File: src/rtl/fnd_stopwatch_ctrl_if.sv
// Signal bundle between the stopwatch controller and its button/display neighbours.
// UPD is a bare strobe: there is no ready, and the consumer must take BCD_OUT in the cycle UPD is high.
interface fnd_stopwatch_ctrl_if;
  logic        BTN_START;
  logic        BTN_CLEAR;
  logic        BTN_LAP;
  logic [15:0] BCD_OUT;
  logic        RUNNING;
  logic        LAP_ACTIVE;
  logic        UPD;
  logic [1:0]  dbg_state;

  modport master (
    output BTN_START, BTN_CLEAR, BTN_LAP,
    input  BCD_OUT, RUNNING, LAP_ACTIVE, UPD, dbg_state
  );

  modport slave (
    input  BTN_START, BTN_CLEAR, BTN_LAP,
    output BCD_OUT, RUNNING, LAP_ACTIVE, UPD, dbg_state
  );
endinterface

File: src/rtl/fnd_stopwatch_ctrl.sv
// Stopwatch time source: debounced buttons, IDLE/RUN/PAUSE control, SS.CC BCD time with lap freeze.
// BCD_OUT is registered and UPD marks each cycle in which it takes a new value.
module fnd_stopwatch_ctrl #(
  parameter int unsigned TICK_DIV   = 240000,
  parameter int unsigned DEB_CYCLES = 240000
) (
  input logic                  CLK,
  input logic                  RESET,
  fnd_stopwatch_ctrl_if.slave  bus
);

  localparam int unsigned PW = $clog2(TICK_DIV + 1);
  localparam int unsigned DW = $clog2(DEB_CYCLES + 1);
  localparam logic [PW-1:0] PRESC_MAX = PW'(TICK_DIV - 1);
  localparam logic [DW-1:0] DEB_MAX   = DW'(DEB_CYCLES - 1);

  typedef enum logic [1:0] {
    IDLE  = 2'd0,
    RUN   = 2'd1,
    PAUSE = 2'd2
  } state_t;

  state_t state, state_nxt;

  // Button lanes: [0]=start, [1]=clear, [2]=lap.
  logic [2:0]    btn_raw;
  logic [2:0]    sync1, sync2;
  logic [2:0]    acc, acc_d;
  logic [2:0]    press;
  logic [DW-1:0] deb_cnt [3];

  logic [PW-1:0] presc;
  logic          tick;
  logic [15:0]   time_q, time_inc;
  logic [15:0]   lap_reg;
  logic          lap_active, lap_active_nxt;
  logic          lap_capture;
  logic          clear_time;
  logic [15:0]   disp_nxt;
  logic [15:0]   bcd_out;
  logic          upd;

  assign btn_raw = {bus.BTN_LAP, bus.BTN_CLEAR, bus.BTN_START};

  always_ff @(posedge CLK or posedge RESET) begin
    if (RESET) begin
      sync1 <= '0;
      sync2 <= '0;
      acc   <= '0;
      acc_d <= '0;
      press <= '0;
      for (int i = 0; i < 3; i++) deb_cnt[i] <= '0;
    end else begin
      sync1 <= btn_raw;
      sync2 <= sync1;
      acc_d <= acc;
      press <= acc & ~acc_d;
      // The accepted level only moves after DEB_CYCLES unbroken cycles of disagreement.
      for (int i = 0; i < 3; i++) begin
        if (sync2[i] != acc[i]) begin
          if (deb_cnt[i] == DEB_MAX) begin
            acc[i]     <= sync2[i];
            deb_cnt[i] <= '0;
          end else begin
            deb_cnt[i] <= deb_cnt[i] + 1'b1;
          end
        end else begin
          deb_cnt[i] <= '0;
        end
      end
    end
  end

  always_ff @(posedge CLK or posedge RESET) begin
    if (RESET) state <= IDLE;
    else       state <= state_nxt;
  end

  always_comb begin
    state_nxt      = state;
    lap_active_nxt = lap_active;
    lap_capture    = 1'b0;
    clear_time     = 1'b0;
    case (state)
      IDLE: begin
        if (press[0]) state_nxt = RUN;
      end
      RUN: begin
        if (press[0]) begin
          state_nxt      = PAUSE;
          lap_active_nxt = 1'b0;
        end else if (press[2]) begin
          if (lap_active) begin
            lap_active_nxt = 1'b0;
          end else begin
            lap_active_nxt = 1'b1;
            lap_capture    = 1'b1;
          end
        end
      end
      PAUSE: begin
        if (press[0]) begin
          state_nxt = RUN;
        end else if (press[1]) begin
          state_nxt  = IDLE;
          clear_time = 1'b1;
        end
      end
      default: state_nxt = IDLE;
    endcase
  end

  assign tick = (state == RUN) && (presc == PRESC_MAX);

  // Digit-wise BCD increment with the seconds-tens digit wrapping 5 -> 0.
  always_comb begin
    time_inc = time_q;
    if (time_q[3:0] != 4'd9) begin
      time_inc[3:0] = time_q[3:0] + 4'd1;
    end else begin
      time_inc[3:0] = 4'd0;
      if (time_q[7:4] != 4'd9) begin
        time_inc[7:4] = time_q[7:4] + 4'd1;
      end else begin
        time_inc[7:4] = 4'd0;
        if (time_q[11:8] != 4'd9) begin
          time_inc[11:8] = time_q[11:8] + 4'd1;
        end else begin
          time_inc[11:8]  = 4'd0;
          time_inc[15:12] = (time_q[15:12] == 4'd5) ? 4'd0 : time_q[15:12] + 4'd1;
        end
      end
    end
  end

  assign disp_nxt = lap_active ? lap_reg : time_q;

  always_ff @(posedge CLK or posedge RESET) begin
    if (RESET) begin
      presc      <= '0;
      time_q     <= '0;
      lap_reg    <= '0;
      lap_active <= 1'b0;
      bcd_out    <= '0;
      upd        <= 1'b0;
    end else begin
      lap_active <= lap_active_nxt;
      // Non-blocking capture takes the pre-increment time when a tick lands in the same cycle.
      if (lap_capture) lap_reg <= time_q;
      if (clear_time) begin
        presc  <= '0;
        time_q <= '0;
      end else if (state == RUN) begin
        presc <= tick ? '0 : presc + 1'b1;
        if (tick) time_q <= time_inc;
      end
      bcd_out <= disp_nxt;
      upd     <= (disp_nxt != bcd_out);
    end
  end

  assign bus.BCD_OUT    = bcd_out;
  assign bus.RUNNING    = (state == RUN);
  assign bus.LAP_ACTIVE = lap_active;
  assign bus.UPD        = upd;
  assign bus.dbg_state  = state;

endmodule

File: src/flat_wrapper.sv
// flat-port wrapper written by rule: the top's interface ports become plain ports
module fnd_stopwatch_ctrl_flat 
#(
  parameter int unsigned TICK_DIV   = 240000,
  parameter int unsigned DEB_CYCLES = 240000
)
  (CLK, RESET, bus_BTN_START, bus_BTN_CLEAR, bus_BTN_LAP, bus_BCD_OUT, bus_RUNNING, bus_LAP_ACTIVE, bus_UPD, bus_dbg_state);
  fnd_stopwatch_ctrl_if bus_i ();
  input logic CLK;
  input logic RESET;
  input wire logic [$bits(bus_i.BTN_START)-1:0] bus_BTN_START;
  input wire logic [$bits(bus_i.BTN_CLEAR)-1:0] bus_BTN_CLEAR;
  input wire logic [$bits(bus_i.BTN_LAP)-1:0] bus_BTN_LAP;
  output wire logic [$bits(bus_i.BCD_OUT)-1:0] bus_BCD_OUT;
  output wire logic [$bits(bus_i.RUNNING)-1:0] bus_RUNNING;
  output wire logic [$bits(bus_i.LAP_ACTIVE)-1:0] bus_LAP_ACTIVE;
  output wire logic [$bits(bus_i.UPD)-1:0] bus_UPD;
  output wire logic [$bits(bus_i.dbg_state)-1:0] bus_dbg_state;
  assign bus_i.BTN_START = bus_BTN_START;
  assign bus_i.BTN_CLEAR = bus_BTN_CLEAR;
  assign bus_i.BTN_LAP = bus_BTN_LAP;
  assign bus_BCD_OUT = bus_i.BCD_OUT;
  assign bus_RUNNING = bus_i.RUNNING;
  assign bus_LAP_ACTIVE = bus_i.LAP_ACTIVE;
  assign bus_UPD = bus_i.UPD;
  assign bus_dbg_state = bus_i.dbg_state;
  fnd_stopwatch_ctrl #(.TICK_DIV(TICK_DIV), .DEB_CYCLES(DEB_CYCLES)) u_core (.CLK(CLK), .RESET(RESET), .bus(bus_i));
endmodule
File: config.mk
export PLATFORM = sky130hd
export DESIGN_NAME = fnd_stopwatch_ctrl_flat
export DESIGN_NICKNAME = d
export VERILOG_FILES = /design/src/rtl/fnd_stopwatch_ctrl_if.sv /design/src/rtl/fnd_stopwatch_ctrl.sv /design/src/flat_wrapper.sv
export SDC_FILE = /design/constraint.sdc
export NUM_CORES = 1
export LEC_CHECK = 0
export BUFFER_PORTS_ARGS = -buffer_cell sky130_fd_sc_hd__buf_4
export CAP_MARGIN = 15
export CORE_MARGIN = 5
export CORE_UTILIZATION = 42
export DETAILED_ROUTE_END_ITERATION = 10
export GPL_ROUTABILITY_DRIVEN = 0
export GPL_TIMING_DRIVEN = 0
export PLACE_DENSITY = 0.68
export SLEW_MARGIN = 25
export SYNTH_ARGS = -nofsm -noshare
export SYNTH_HDL_FRONTEND = slang
export SYNTH_SLANG_ARGS = --single-unit
File: constraint.sdc
create_clock -name CLK -period 4.8 [get_ports CLK]
set_input_delay 0.72 -clock CLK [delete_from_list [all_inputs] [get_ports CLK]]
set_output_delay 0.72 -clock CLK [all_outputs]
set_load 0.02 [all_outputs]
# After elaboration in Yosys (flattened, before gate mapping)
# Cells that the tools add are included.
dict set report word_totals {
  ff_bits 139
  latch_bits 0
  mem_bits_rw 0
  romBits 0
  input_bits 5
  output_inout_bits 21
  word_cells 98
  memories 0
}
dict set report op_classes {
  addsub 8
  n_mul 0
  n_div 0
  n_lt_le_gt_ge 0
  eq_ne 20
  n_shift 0
  muxes 34
  bitwise 2
  reduce_logical 14
}
# op n
set op_table {}
lappend op_table {{two-way mux 18 bit} 9}
lappend op_table {{adder 18 x 1 -> 18 bit (second input constant)} 4}
lappend op_table {{== test 18 bit (second input constant)} 4}
lappend op_table {{two-way mux 16 bit} 4}
lappend op_table {{two-way mux 4 bit} 5}
lappend op_table {{adder 4 x 1 -> 4 bit (second input constant)} 4}
lappend op_table {{inequality test 16 bit} 1}
lappend op_table {{two-way mux 12 bit} 1}
lappend op_table {{inequality test 4 bit (second input constant)} 3}
lappend op_table {{inequality test 2 x 1 -> 1 bit (second input constant)} 5}
lappend op_table {{AND reduction 2 bit} 5}
lappend op_table {{two-way mux 1 bit} 9}
lappend op_table {{two-way mux 2 bit} 4}
lappend op_table {{two-way mux 8 bit} 1}
lappend op_table {{one-hot mux 2 bit (3 select lines)} 1}
lappend op_table {{AND reduction 3 bit} 2}
lappend op_table {{nonzero test 2 bit} 3}
lappend op_table {{AND reduction 5 bit} 1}
lappend op_table {{== test 4 x 3 -> 1 bit (second input constant)} 1}
lappend op_table {{AND reduction 4 bit} 1}
lappend op_table {{AND 3 bit} 1}
lappend op_table {{inequality test 1 bit} 3}
lappend op_table {{inequality test 3 x 1 -> 1 bit (second input constant)} 1}
lappend op_table {{NOT 3 bit} 1}
lappend op_table {{other kinds (4)} 4}

# Depth between registers and ports, before layout
dict set report depth {
  depth_word 8
  depth_mapped 8
  ltp_nobuf 6
}

# Least setup slack after synthesis
# Ideal clock, no wire load.
dict set report synth_path {
  path_type {register -> register}
  startpoint {register u_core.lap_active (netlist: u_core.bus.LAP_ACTIVE)}
  endpoint {register u_core.upd (netlist: u_core.bus.UPD)}
  setup_time_ns 0.140
  t_arrival_ns 1.868
  required_time_ns 4.660
  path_slack_ns 2.793
  path_stages_with_launch 7
  n_path_buf 2
  synth_period_minus_slack_ns 2.007
  path_cell_list {dfrtp_1 > buf_2 > buf_1 > mux2_2 > xor2_1 > nor4_1 > nand4_1}
}
dict set report synth_between {
  elab_chain_cells 2
}
# item line_no
set synth_lines {}
lappend synth_lines {{from (decl)} fnd_stopwatch_ctrl.sv:36} ;# logic lap_active, lap_active_nxt;
lappend synth_lines {{from (signal assigned)} fnd_stopwatch_ctrl.sv:147} ;# lap_active <= lap_active_nxt;
lappend synth_lines {{two-way mux 16 bit} fnd_stopwatch_ctrl.sv:136} ;# assign disp_nxt = lap_active ? lap_reg : time_q;
lappend synth_lines {{net u_core.disp_nxt[10]} fnd_stopwatch_ctrl.sv:39} ;# logic [15:0] disp_nxt;
lappend synth_lines {{inequality test 16 bit} fnd_stopwatch_ctrl.sv:158} ;# upd <= (disp_nxt != bcd_out);
lappend synth_lines {{to (signal assigned)} fnd_stopwatch_ctrl.sv:158}
lappend synth_lines {{to (decl)} fnd_stopwatch_ctrl.sv:41} ;# logic upd;
# The timed path passes the listed nets, and every way through them passes these cells.
# A chain may end at the register's enable or synchronous reset.

# Worst setup path after layout
dict set report layout_path {
  startpoint {register u_core.state[1] (netlist: u_core.bus.dbg_state[1])}
  endpoint {output bus_RUNNING}
}
dict set report layout_between {
  elab_chain_cells 1
}
# item line_no
set layout_lines {}
lappend layout_lines {{from (decl)} fnd_stopwatch_ctrl.sv:23} ;# state_t state, state_nxt;
lappend layout_lines {{from (signal assigned)} fnd_stopwatch_ctrl.sv:76} ;# else state <= state_nxt;
lappend layout_lines {{== test 2 x 1 -> 1 bit} fnd_stopwatch_ctrl.sv:163} ;# assign bus.RUNNING = (state == RUN);
lappend layout_lines {{to (decl)} flat_wrapper.sv:15} ;# output wire logic [$bits(bus_i.RUNNING)-1:0] bus_RUNNING;
# Every way passes these cells.

==> impl_metrics.yaml <==
cells_and_area:
  final_cell_mix: "dfrtp_1 (139), nor2_1 (65), xor2_1 (40), nand2_1 (38), mux2_2 (37)"
  layout.nets: 691
  synthToLayoutAreaGrowth_pct: 16.3
  largest_reg_flops: 54
  regMostFlops: "u_core.deb_cnt"
  n_fill_cell: 1453
  final_common_cell: "dfrtp_1"
  layout-drive-gt1-share_pct: 15.7
  final_area_um2: 7780
  top_regs: "u_core.deb_cnt x54, u_core.presc x18"
  diodes: 0
  final_core_util_pct: 49.4
clocking:
  cts.clk_slew.worst_paths_ns: 0.05
  clk_path_buf_depth: 2
  postCtsSetupBuffers: 0
  cts_hold_buf: 0
  root_buffer: "clkbuf_16"
  cts.sinks: 139
  htree_levels: 4
  cts_resized: 0
  worstSkewPairLatency_ns: 0.42
  cts_buffers: 17
  cts_tree: "built"
setup_path:
  endpoint_kind: "output pin"
  rr_startpoint: "u_core.presc[14]"
  crit_arrival_ns: 1.88
  ff2ff_path_depth: 5
  cp-start-kind: "flip-flop"
  crit_type: "reg2out"
  path_max_fanout: 10
  crit_required_ns: 4.08
  crit_start: "u_core.bus.dbg_state[1]"
min_path:
  min_path_cells: 0
  holdCritPathClass: "reg2reg"
  min_from: "u_core.sync1[2]"
grt:
  gr-total-overflow: 0
  antenna_found_initial: 0
  grt_max_degree: 77
  track_usage_pct: 15.0
  grt_pass1_vias: 4843
  grt_pass1_wl_um: 22500
sta:
  hold_violations: 0
  clock_skew_ns: 0.00661
  finalSetupViolations: 0
  max_freq_mhz: 384
  setup_tns_ns: 0
  final.min_clock_period_ns: 2.60
  hold_slack_ns: 0.347
  fin_crit_sh_pct: 54.2
  maxSlewViolCount: 0
  relSlewSlack_pct: 47.3
  worstMarginPinSlew_ns: 0.784
  rsz0062_at_grt: "false"
die:
  num_io_pins: 26
  die_h_um: 136
  start_util_pct: 42.4
  die_x_um: 136
  num_rows: 46
  core_um2: 15800
  dieArea_um2: 18600
power_and_ir_drop:
  p_per_area_nw_per_um2: 332
  switchingPower_uw: 509
  seqPwrFrac_pct: 46.0
  p_sw_share_pct: 19.7
  p_total_mw: 2.58
  clkPwrFrac_pct: 52.0
  vdd_drop_max_v: 0.000253
  intPower_mw: 2.07
  combPwrFrac_pct: 1.9
  p_leak_nw: 3.49
yosys:
  netlist.area_leader.share_pct: 52.0
  synth_ff_type: "dfrtp_1"
  ys_seq_area_share_pct: 52.0
  syn-num-nets: 646
  synth_top_family_by_area: "simple AND/OR/NAND/NOR gates"
  yosys.area_share.simple_pct: 20.2
  synth_area_leaders: "dfrtp_1 (52%), mux2_2 (6.2%), xor2_1 (5.2%)"
  muxShareOfSynthArea_pct: 7.27
  synthArstFlopShare_pct: 100
  synthXorXnorAreaFrac_pct: 8.38
  synth.avg_cell_area_um2: 10.6
  synth-seq-cells: 139
  synth-adder-area-share_pct: 2.24
  synth_area_um2: 6690
  syn-instance-count: 629
  yosysWarningCount: 0
  yosysTopAreaCell: "dfrtp_1"
  synth_compound_gate_area_share_pct: 7.22
  synth.distinct_cells: 47
  synth_edf_count: 0
placement:
  hpwlAfterDp_um: 8860
  place_area_um2: 7180
  port_buffers: 25
detailed_routing:
  vias: 4877
  wl_per_cell_um: 14.6
  antenna_left: 0
  drt_iter0_drc: 249
  drc: 0
  firstDrtPassIters: 4
  finalWirelength_um: 13100
  vias_per_cell: 5.41
job:
  cap_violations: 0
status:
  outcome: "completed"
## Yosys cell counts (4+ instances only)
master / count
ha_1: 12
and4_1: 7
or3_1: 19
nand3_1: 18
clkbuf_1: 8
nand4_1: 25
and2_1: 5
a21oi_1: 31
nor4_1: 13
nor2b_1: 4
or4_1: 14
o21ai_0: 20
mux2_2: 37
xnor2_1: 24
and3_1: 8
mux2i_1: 7
nor2_1: 65
o31ai_1: 11
nor3_1: 10
and3b_1: 4
xor2_1: 40
nand2_1: 38
inv_1: 19
buf_2: 10
buf_1: 4
o2111ai_1: 5
o211ai_1: 5
dfrtp_1: 139
## metal layers
layer | vias to the layer above | track usage, % | wire length [µm]
li1 | 2333 | - | -
met1 | 2442 | 18.9 | 5960
met2 | 84 | 24.6 | 6490
met3 | 18 | 4.33 | 491
met4 | 0 | 5.77 | 193
met5 | - | 0 | 0
## through the flow
step	instances	setup slack, ns
floorplan	629	0.355
global placement	870	-1.03
detailed placement	871	2.45
CTS	902	2.17
global route	902	2.08
finish	902	2.20
## critical path, stage by stage (launching register included)
cell	delay, ns
dfrtp_1	0.40
nand2b_1	0.14
buf_2	0.17
inv_2	0.14
clkbuf_1	0.39
buf_4	0.23
## layout make-up
cell class / count / area [µm²] / share of cell area (%)
Inverter: 20 / 82.6 / 1.06
Clock inverter: 8 / 143 / 1.83
Clock buffer: 23 / 458 / 5.88
Sequential cell: 139 / 3480 / 44.7
Buffer: 23 / 106 / 1.37
Tap cell: 216 / 270 / 3.47
Multi-Input combinational cell: 447 / 3030 / 38.9
Timing Repair Buffer: 26 / 215 / 2.76
## power groups by stage
stage          registers (mW)  logic [mW]  clock network (mW)
2_1_floorplan            1.21      0.0355                   0
3_3_place_gp             1.21      0.0470                   0
3_5_place_dp             1.21      0.0524                   0
4_1_cts                  1.19      0.0524                1.36
5_1_grt                  1.19      0.0589                1.43
6_report                 1.19      0.0499                1.34
## final timing paths
check                                          end  slack [ns]
worst max-delay path                   bus_RUNNING        2.20
worst min-delay path               u_core.sync2[2]        0.35
worst max register to register     u_core.presc[3]        2.42
worst min register to register     u_core.sync2[2]        0.35
max in group asynchronous       u_core.deb_cnt[49]        3.75
min in group asynchronous       u_core.deb_cnt[37]        0.37
## logic make-up after synthesis
family                     count (synthesis)
muxes                                     44
DFF                                      139
and+or+nand+nor                          248
AOI/OAI and AO/OA                         79
buffers and inverters                     43
xor gates and xnor gates                  64
adders and majority gates                 12
(Power assumes the default switching activity.)
